==> src/rtl/io_port_unit.sv <==
// I/O stage: output FIFO toward the external device (valid/ready drain) and
// synchronised strobe capture of device input words for the ACC input mux.
module io_port_unit #(
  parameter int WIDTH       = 16,
  parameter int OUT_DEPTH   = 4,
  parameter int SYNC_STAGES = 2
) (
  input  logic             clk,
  input  logic             reset,
  input  logic             OutWrite,
  input  logic             InRead,
  input  logic [WIDTH-1:0] ACC,
  output logic [WIDTH-1:0] InData,
  output logic             in_available,
  output logic [WIDTH-1:0] dev_out_data,
  output logic             dev_out_valid,
  input  logic             dev_out_ready,
  input  logic [WIDTH-1:0] dev_in_data,
  input  logic             dev_in_strobe,
  output logic             out_full,
  output logic             out_overflow
);

  localparam int PW = (OUT_DEPTH > 1) ? $clog2(OUT_DEPTH) : 1;
  localparam int CW = PW + 1;
  localparam logic [CW-1:0] FULL_COUNT = CW'(OUT_DEPTH);

  logic [WIDTH-1:0]       mem_q [OUT_DEPTH];
  logic [WIDTH-1:0]       mem_d [OUT_DEPTH];
  logic [PW-1:0]          wr_ptr_q, wr_ptr_d;
  logic [PW-1:0]          rd_ptr_q, rd_ptr_d;
  logic [CW-1:0]          count_q, count_d;
  logic                   overflow_q, overflow_d;
  logic [SYNC_STAGES-1:0] sync_q, sync_d;
  logic                   edge_q, edge_d;
  logic [WIDTH-1:0]       in_data_q, in_data_d;
  logic                   avail_q, avail_d;

  logic push_s;
  logic pop_s;
  logic full_s;
  logic valid_s;
  logic capture_s;

  // Output FIFO next-state: push allowed when full only if the head leaves this cycle.
  always_comb begin
    full_s     = (count_q == FULL_COUNT);
    valid_s    = (count_q != {CW{1'b0}});
    pop_s      = valid_s && dev_out_ready;
    push_s     = OutWrite && (!full_s || pop_s);
    mem_d      = mem_q;
    wr_ptr_d   = wr_ptr_q;
    rd_ptr_d   = rd_ptr_q;
    count_d    = count_q;
    overflow_d = overflow_q;
    if (push_s) begin
      mem_d[wr_ptr_q] = ACC;
      wr_ptr_d        = wr_ptr_q + PW'(1);
    end else begin
      wr_ptr_d = wr_ptr_q;
    end
    if (pop_s) begin
      rd_ptr_d = rd_ptr_q + PW'(1);
    end else begin
      rd_ptr_d = rd_ptr_q;
    end
    case ({push_s, pop_s})
      2'b10:   count_d = count_q + CW'(1);
      2'b01:   count_d = count_q - CW'(1);
      default: count_d = count_q;
    endcase
    if (OutWrite && !push_s) begin
      overflow_d = 1'b1;
    end else begin
      overflow_d = overflow_q;
    end
  end

  // Input capture next-state: a fresh capture wins over a simultaneous read.
  always_comb begin
    sync_d    = {sync_q[SYNC_STAGES-2:0], dev_in_strobe};
    edge_d    = sync_q[SYNC_STAGES-1];
    capture_s = sync_q[SYNC_STAGES-1] && !edge_q;
    in_data_d = in_data_q;
    avail_d   = avail_q;
    if (capture_s) begin
      in_data_d = dev_in_data;
      avail_d   = 1'b1;
    end else if (InRead) begin
      avail_d = 1'b0;
    end else begin
      avail_d = avail_q;
    end
  end

  // State registers; the array is cleared too so dev_out_data reads 0 after reset.
  always_ff @(posedge clk or negedge reset) begin
    if (!reset) begin
      for (int i = 0; i < OUT_DEPTH; i++) mem_q[i] <= {WIDTH{1'b0}};
      wr_ptr_q   <= {PW{1'b0}};
      rd_ptr_q   <= {PW{1'b0}};
      count_q    <= {CW{1'b0}};
      overflow_q <= 1'b0;
      sync_q     <= {SYNC_STAGES{1'b0}};
      edge_q     <= 1'b0;
      in_data_q  <= {WIDTH{1'b0}};
      avail_q    <= 1'b0;
    end else begin
      for (int i = 0; i < OUT_DEPTH; i++) mem_q[i] <= mem_d[i];
      wr_ptr_q   <= wr_ptr_d;
      rd_ptr_q   <= rd_ptr_d;
      count_q    <= count_d;
      overflow_q <= overflow_d;
      sync_q     <= sync_d;
      edge_q     <= edge_d;
      in_data_q  <= in_data_d;
      avail_q    <= avail_d;
    end
  end

  assign dev_out_data  = mem_q[rd_ptr_q];
  assign dev_out_valid = valid_s;
  assign out_full      = full_s;
  assign out_overflow  = overflow_q;
  assign InData        = in_data_q;
  assign in_available  = avail_q;

endmodule

==> config.mk <==
export PLATFORM = sky130hd
export DESIGN_NAME = io_port_unit
export DESIGN_NICKNAME = d
export VERILOG_FILES = /design/src/rtl/io_port_unit.sv
export SDC_FILE = /design/constraint.sdc
export NUM_CORES = 1
export LEC_CHECK = 0
export ABC_CLOCK_PERIOD_IN_PS = 2500
export CAP_MARGIN = 20
export CORE_MARGIN = 2
export CORE_UTILIZATION = 52
export CTS_CLUSTER_SIZE = 14
export DETAILED_ROUTE_END_ITERATION = 8
export GPL_TIMING_DRIVEN = 0
export PLACE_DENSITY = 0.8
export REMOVE_ABC_BUFFERS = 1
export SLEW_MARGIN = 10
export SYNTH_ARGS = -nofsm -noshare
export SYNTH_HDL_FRONTEND = slang
export SYNTH_SLANG_ARGS = --single-unit
==> constraint.sdc <==
create_clock -name clk -period 2.5 [get_ports clk]
set_input_delay 0.5 -clock clk [delete_from_list [all_inputs] [get_ports clk]]
set_output_delay 0.5 -clock clk [all_outputs]
set_load 0.005 [all_outputs]
==> results of run 1 <==
how the worst max path moves through the flow:
| stage | start | end | slack (ps) | depth (start not counted) |
|---|---|---|---|---|
| 2_1_floorplan | dev_out_ready | count_q[2] | 350 | 8 |
| 3_3_place_gp | reset | mem_q[32] | -2380 | 1 |
| 3_5_place_dp | dev_out_ready | count_q[2] | -340 | 9 |
| 4_1_cts | rd_ptr_q[0] | dev_out_data[14] | 20 | 3 |
| 5_1_grt | rd_ptr_q[0] | dev_out_data[13] | 5 | 3 |
| 6_report | rd_ptr_q[0] | dev_out_data[8] | 60 | 3 |
critical path, stage by stage, from the launching register on:
cell and delay, ps:
sky130_fd_sc_hd__dfrtp_4 460, sky130_fd_sc_hd__buf_12 150, sky130_fd_sc_hd__mux4_2 510, sky130_fd_sc_hd__clkdlybuf4s50_1 460
final cells by class:
class / count / share of cell area
inverters: 6 / 0.004455
repair buffers: 78 / 0.1653
well taps: 99 / 0.02450
flip-flops and latches: 92 / 0.4564
clock buffers: 12 / 0.02871
multi-input cells: 128 / 0.3062
clock inverters: 4 / 0.01436
placed cells by master, fill, tap and decap left out, types with 2 or more instances in the layout:
master / count
sky130_fd_sc_hd__dfrtp_1: 90
sky130_fd_sc_hd__mux2_2: 81
sky130_fd_sc_hd__clkdlybuf4s50_1: 65
sky130_fd_sc_hd__mux4_2: 16
sky130_fd_sc_hd__clkbuf_8: 10
sky130_fd_sc_hd__dlymetal6s2s_1: 7
sky130_fd_sc_hd__inv_1: 6
sky130_fd_sc_hd__nand2_1: 5
sky130_fd_sc_hd__ha_1: 5
sky130_fd_sc_hd__nor2_2: 4
sky130_fd_sc_hd__xnor2_1: 3
sky130_fd_sc_hd__xor2_1: 3
sky130_fd_sc_hd__buf_4: 3
sky130_fd_sc_hd__a21o_1: 2
sky130_fd_sc_hd__bufinv_16: 2
sky130_fd_sc_hd__clkbuf_1: 2
sky130_fd_sc_hd__buf_16: 2
routing by layer:
layer / up-vias / wire length, microns / track usage
met5: - / 0 / 0
li1: 1005 / - / -
met2: 41 / 3764 / 0.3210
met1: 1178 / 3153 / 0.2581
met3: 11 / 245 / 0.04149
met4: 0 / 132 / 0.07576
flip-flops by register name (all words and copies together) (netlist names):
signal        flops
mem_q            64
count_q           3
edge_q            1
rd_ptr_q          2
wr_ptr_q          2
in_available      1
out_overflow      1
InData           16
sync_q            2
cells in the mapped netlist (2+ instances only):
cell / count
sky130_fd_sc_hd__mux4_2: 16
sky130_fd_sc_hd__clkbuf_1: 3
sky130_fd_sc_hd__nor2_2: 4
sky130_fd_sc_hd__ha_1: 5
sky130_fd_sc_hd__dfrtp_1: 92
sky130_fd_sc_hd__xnor2_1: 3
sky130_fd_sc_hd__mux2_2: 81
sky130_fd_sc_hd__nand2_1: 5
sky130_fd_sc_hd__inv_1: 6
sky130_fd_sc_hd__buf_2: 3
sky130_fd_sc_hd__buf_6: 4
sky130_fd_sc_hd__xor2_1: 3
sky130_fd_sc_hd__a21o_1: 2
power by group:
group          switching (mW)  leakage, nW  internal, mW
Combinational           0.799        0.969          1.72
Clock                   0.486        0.107         0.590
Sequential              0.413         1.08          2.14
Total                    1.70         2.16          4.45
timing repair:
item	4_1_cts	5_1_grt
endpoints found under the setup margin	16	7
buffers inserted	1	2
endpoints found under the hold margin	0	0
hold buffers	0	0
resized for setup	3	8
pin swaps	0	1
cells by family after synthesis:
logic type | count (synthesis) | synth area share
AOI/OAI and AO/OA | 3 | 0.006043
xor gates and xnor gates | 6 | 0.01336
adders and majority gates | 6 | 0.02099
buffers and inverters | 16 | 0.02385
DFF | 92 | 0.5852
muxes | 98 | 0.3260
and+or+nand+nor | 15 | 0.02449
stage by stage:
step	std cells	setup TNS [ps]	hold WS, ps
after global placement	398	-222430	336.3
after floorplan	226	0	204.4
final	419	0	125.9
after detailed placement	400	-457.2	349.1
after CTS	417	0	125.6
after global routing	419	0	146.8
==> summary by stage, run 1 <==
Worst setup path
Along the worst path, the maximum fanout reaches 8. The type of the worst setup path is reg -> out. The nature of the critical path startpoint is a flip-flop.

The logic depth of the worst register-to-register path is 8. In this run the critical register-to-register path is captured at count_q[2]. At the worst endpoint, the arrival time is ~1900 ps. Setup slack on the worst reg-to-reg path comes out at roughly 250 ps. The endpoint class of the critical path is a primary output. The startpoint of the worst register-to-register path is count_q[0]. At the worst endpoint, the required time is 2000 ps.

Yosys
Summed over all instances, the cell type with the most area after synthesis is sky130_fd_sc_hd__dfrtp_1. Yosys mapped a number of flops with a built-in enable equal to 0. The number of register bits inferred by synthesis is between 90 and 100. The post-synthesis instance area is roughly 3900 sq um. The primary flip-flop cell chosen by synthesis mapping is sky130_fd_sc_hd__dfrtp_1. The fraction of registers with async set/reset is 1.000. The average instance in the mapped netlist occupies 16.67 sq um. Yosys mapped the design onto 22 distinct sky130hd cell types.

The share of the synthesized area in the top cell type is 0.5852. The share of the Yosys chip area taken by registers is 0.5852. The Yosys step of the flow raised 0 warnings. The number of standard cells after synthesis is 236.

Yosys attributes the largest share of cell area to sky130_fd_sc_hd__dfrtp_1, sky130_fd_sc_hd__mux2_2, sky130_fd_sc_hd__mux4_2.

Global routing
The number of antenna violations at the first check in global routing came to 0. The first global-routing pass estimated 12450 microns of wire. The largest net degree at the start of global routing is 54. The global-route usage over all layers is 0.1956. The via count of the first global-routing pass is ~2.4k. The overall overflow remaining after global route is 0.

CTS
The clock tree synthesis step divided the H-tree into 3 levels. The total clock sinks is slightly above 90. Clock-pin slew was measured on the worst setup and hold paths at around 80 ps. TritonCTS built the clock tree.

The root buffer cell is sky130_fd_sc_hd__clkbuf_8. For the worst-skew pair, the clock arrives at the later sink with an insertion delay of about 360 ps. The deepest clock path buffer count is 2. In this run, CTS created clock tree buffers numbering 9.

Drt
The detailed-router iteration count before antenna repair is 4. The average via count per standard cell is about 5.3. The wire length per cell after detailed routing is between 15 and 20 microns. The via count is around 2.2k. The overall routed net length is 7296 microns. After detailed routing, the number of remaining DRC violations is 0. For this block, the initial DRC count from the detailed router was 73. The residual antenna-violating net count after detailed routing is 0.

Worst hold path
The path category of the worst min-delay check is in -> async.

STA
On the final layout, the worst clock skew is slightly below 7 ps. The fraction of the cycle the final worst path needs is 0.9760. In this run the tightest slew margin relative to its limit is 0.3457.

The number of hold violations in the final report was 0. For this run, the top clock speed supported by timing is 409.8 MHz. Setup repair after global routing left no endpoint under its margin.

Setup violations remaining at the end of the flow were counted as 0. The slew of the pin with the lowest slew margin is just under 1000 ps. The max-slew violation count is 0.

Once routing completed, OpenROAD measured the worst setup slack at around 60 ps. The minimum period implied by the final worst setup slack is between 2000 and 2500 ps.

Place
The wire-length estimate of the detail-placed layout is slightly below 5000 microns. The area after detailed placement is 4772 sq um. Prior to clock tree synthesis, the placed netlist has a worst setup slack of -339.5 ps. The count of buffers added on input and output ports is between 70 and 80. The congestion estimate from routability-driven global placement came to 0.6886.

Power
For this design the ratio of total power to cell area is approximately 1200 nW/um^2. The static leakage is around 2.2 nW. IR analysis of the VDD net gives a maximum drop of roughly 0.5 mV.

The sum of internal, switching and leakage power is 6.145 mW.

Die
The count of standard-cell rows is 31. The count of boundary I/O pins is 74. The total area inside the core boundary comes to roughly 7300 sq um. The die span in x is roughly 91 microns. The chip height is between 90 and 100 microns. The die footprint is 8276 sq um. The starting density of the core is 0.5395.

Finish
The count of nets after finishing is around 360. The number of diodes added for antenna fixing is 0. The number of fill cells in the layout is between 500 and 600. The share of the core filled with cells is 0.6932.

The area taken by multi-input logic gates is roughly 1500 sq um. Registers take 2307 sq um. The area growth from synthesis to layout is 28.50%. In the final layout, the share of cells above drive strength 1 is 0.3938. The design area is between 5000 and 6000 sq um.

Run status
The flow ran to the end, and the final reports show no timing, DRC or antenna violations.

Job
The tool flagged a number of max-cap violations equal to 0.
Note: power is estimated with default switching activity, not from simulation.
==> inputs of run 2 (changes only) <==
--- a/config.mk
+++ b/config.mk
@@ -5,10 +5,11 @@
 export SDC_FILE = /design/constraint.sdc
 export NUM_CORES = 1
 export LEC_CHECK = 0
+export ABC_AREA = 1
 export ABC_CLOCK_PERIOD_IN_PS = 2500
 export CAP_MARGIN = 20
 export CORE_MARGIN = 2
-export CORE_UTILIZATION = 52
+export CORE_UTILIZATION = 53
 export CTS_CLUSTER_SIZE = 14
 export DETAILED_ROUTE_END_ITERATION = 8
 export GPL_TIMING_DRIVEN = 0
==> summary by stage, run 2 <==
Run status
The run finished with clean final reports.

Place
Detailed placement ended at an HPWL of approximately 6300 microns. At the placement stage, the worst setup path has a slack of -890.5 ps. The final weighted congestion in routability-driven placement is 0.7825.

In this run, placement finished with an instance count of between 600 and 700. The count of port buffers added during placement is 73.

Yosys
Of all cell types, the one taking the most synthesized area is sky130_fd_sc_hd__dfrtp_1. The share of synthesized area in the top cell type comes to 0.5374. The xor and xnor area share after synthesis is 0.008178. In this run, synthesis produced a sequential element count of 92. The fraction of registers with async set/reset is 1.000. After synthesis, the largest family of logic cells by area is simple AND/OR/NAND/NOR gates.

Of the synthesized area, sequential elements account for 0.5374. The share of cell area taken by muxes after synthesis is 0. The number of different library cells in the post-synthesis netlist is 24.

The simple-gate share of the synthesized area is 0.3110. The commonest cells after synthesis are sky130_fd_sc_hd__nand2_1, sky130_fd_sc_hd__dfrtp_1, sky130_fd_sc_hd__nand4_1. After technology mapping, the gate count stands at just over 500.

Counting flops with a built-in enable in the synthesized netlist gives 0. The synthesized netlist occupies a cell area of about 4300 sq um. The area share of fa/ha/maj cells after synthesis is 0.01928. In the post-synthesis netlist, the cell with the most instances is sky130_fd_sc_hd__nand2_1. In this run the mean area of a mapped cell was 8.517 sq um. The synthesized-area fraction occupied by ao, oa, aoi and oai cells is 0.06600. By area the synthesized netlist is led by sky130_fd_sc_hd__dfrtp_1, sky130_fd_sc_hd__nand2_1, sky130_fd_sc_hd__nand4_1.

Among all flip-flop cells after synthesis, the most frequent one is sky130_fd_sc_hd__dfrtp_1. The yosys synthesis warning count is 0.

Drt
The first routing iteration left approximately 460 violations. The wire length per cell after detailed routing is about 18 microns. The overall routed net length is 11810 microns. In this run the remaining antenna-violating nets after routing total 0. The average via count per standard cell is slightly below 6. The detailed-router iteration count before antenna repair is 5.

After detailed routing, the number of remaining DRC violations is 0. The via count is around 4k.

STA
The minimum period implied by the final worst setup slack is between 2000 and 2500 ps. The final worst clock skew is 7.025 ps. The final count of negative-setup-slack endpoints is 0. The number of hold violations in the final report is 0. Setup repair after global routing left no endpoint under its margin.

Based on the critical path, the design can be clocked at up to about 400 MHz. The max-slew violation count is 0. Of the available clock period, the critical path in the final layout requires 0.9896. The slew of the pin with the lowest slew margin is slightly below 900 ps. In this run the tightest slew margin relative to its limit is 0.4172.

The minimum setup slack in the final design is between 20 and 30 ps.

Die
The total area inside the core boundary comes to just under 8000 sq um. The die span in x is around 94 microns. The initial utilization of the core area, before any placement, comes to 0.5515. The chip height is approximately 94 microns. The count of standard-cell rows is 32. During I/O placement, the number of pins put on the boundary was between 70 and 80. The die footprint is ~9000 sq um.

Worst setup path
The worst setup path is captured at a primary output. The biggest fanout along the worst timing path is 9. The data arrival at the endpoint of the critical path is 1970 ps. The type of the worst setup path is reg -> out. In this run the critical register-to-register path is launched from count_q[1]. The endpoint identified for the worst register-to-register timing path is count_q[2]. The nature of the critical path startpoint is a flip-flop. Among all stages on the critical path, the largest delay is contributed by sky130_fd_sc_hd__dfrtp_4. The critical path startpoint is rd_ptr_q[0].

The minimum setup slack among reg-to-reg paths is approximately 180 ps. Walking the worst path, the cells encountered are clkinvlp_4 > buf_4 > nor2_1 > o22ai_1 > clkdlybuf4s50_1. Counting cells, the worst reg-to-reg path comes to 9.

At the worst endpoint, the required time is 2000 ps. The peak per-stage delay on the critical path is 550 ps.

Global routing
The number of antenna violations at the first check in global routing came to 0. The via count of the first global-routing pass is between 3k and 4k. The overall overflow remaining after global route is 0.

Entering global routing, the biggest net connects approximately 50 pins. The first global-routing pass estimated between 15000 and 20000 microns of wire. The global-route usage over all layers is 0.2833.

Finish
The final standard cell count with taps included and fillers excluded is 673. The count of nets after finishing is 610. Ranked by flip-flop count, first place goes to mem_q. The flip-flop count of the largest register after layout is 64. The top cell types in the final layout, fill and taps aside, are sky130_fd_sc_hd__nand2_1, sky130_fd_sc_hd__dfrtp_1, sky130_fd_sc_hd__clkdlybuf4s50_1. Summing all multi-input logic gate instances after layout gives roughly 1800 sq um. The number of fill cells in the layout is roughly 620. Leaving out fill and tap cells, the most frequent cell in the layout is sky130_fd_sc_hd__nand2_1.

The sequential standard cell area is about 2300 sq um. The fraction of layout cells with a size suffix above 1 is 0.08406. The number of diodes added for antenna fixing is 0.

Relative to the synthesized area, the layout overhead comes to 26.40%.

CTS
The clock slew seen by the registers of the worst setup and hold paths is roughly 80 ps. The total clock sinks is 92. The clock passes through at most 2 buffers. TritonCTS built the clock tree. The H-tree was split into 3 levels.

The cell sitting at the root of the clock tree is a sky130_fd_sc_hd__clkbuf_8. The clock latency at the later pin of the worst-skew pair is roughly 360 ps. The number of hold-repair buffers added at the cts stage is 0. The number of clock buffers added by TritonCTS is 9.

Job
The max-capacitance violation count is 0.

Power
The power per cell area is ~1200 nW/um^2. The static leakage is between 2 and 3 nW. The worst vdd rail ir drop is a little over 0.6 mV.

Worst hold path
The path category of the worst min-delay check is in -> async.
## run 2: cell types whose count changed in the layout (fill, tap and decap cells not counted), sizes merged, moves of 5 or more
cell,delta
o22ai,+16
nand2,+167
inv,+5
nor2,+28
clkinvlp,+5
buf,+13
nand3,+25
o21ai,+35
mux2,-81
nand4,+64
mux4,-16
## run 2: how the worst max path moves through the flow
stage / end / cells after the start
6_report: dev_out_data[3] / 5
5_1_grt: dev_out_data[9] / 5
2_1_floorplan: count_q[2] / 9
3_3_place_gp: InData[6] / 1
4_1_cts: dev_out_data[12] / 5
3_5_place_dp: dev_out_data[0] / 4
## run 2: critical path, delay by kind of cell (launching register included)
kind | cells | cell delay (ps)
flops | 1 | 550
compound gates | 1 | 190
buf+inv | 3 | 830
simple gates | 1 | 60
## run 2: kinds of logic after synthesis
family / after synthesis
DFF: 92
xor gates and xnor gates: 4
adders and majority gates: 6
AOI/OAI and AO/OA: 52
and+or+nand+nor: 294
buffers and inverters: 55
## run 2: per-layer routing
metal | up-vias | global-route usage | routed length (microns)
met5 | - | 0 | 0
met4 | 0 | 0.09662 | 171
met1 | 1915 | 0.3909 | 4627
li1 | 1827 | - | -
met2 | 221 | 0.4571 | 5821
met3 | 20 | 0.04735 | 1189
## run 2: power by group
part | switching [mW] | internal (mW)
registers | 0.365 | 2.07
clock network | 0.522 | 0.664
logic | 1.66 | 1.33
total | 2.55 | 4.06
## run 2: area by class of cell
type | instances | share of cell area
Clock buffer | 10 | 0.02357
Clock inverter | 6 | 0.02079
Inverter | 14 | 0.01109
Multi-Input combinational cell | 358 | 0.3249
Sequential cell | 92 | 0.4265
Tap cell | 102 | 0.02357
Timing Repair Buffer | 90 | 0.1682
Timing Repair inverter | 1 | 0.001386
## run 2: through the flow
stage	cell area (sq um)	util	total power, mW	hold WS (ps)	TNS (ps)
after global routing	5415	0.6972	7.033	175.3	0
after global placement	4946	0.6368	4.970	333.5	-335980
after floorplan	4088	-	3.817	204.4	0
after detailed placement	4994	0.6429	5.083	343.3	-19720
final	5415	0.6972	6.611	134.0	0
after CTS	5396	0.6947	6.562	155.5	0
## run 2: timing repair
item / 4_1_cts / 5_1_grt
buffers inserted: 15 / 0
pin swaps: 0 / 5
endpoints found under the hold margin: 0 / 0
setup endpoints to repair: 18 / 6
resized for setup: 7 / 7
cloned: 3 / 0
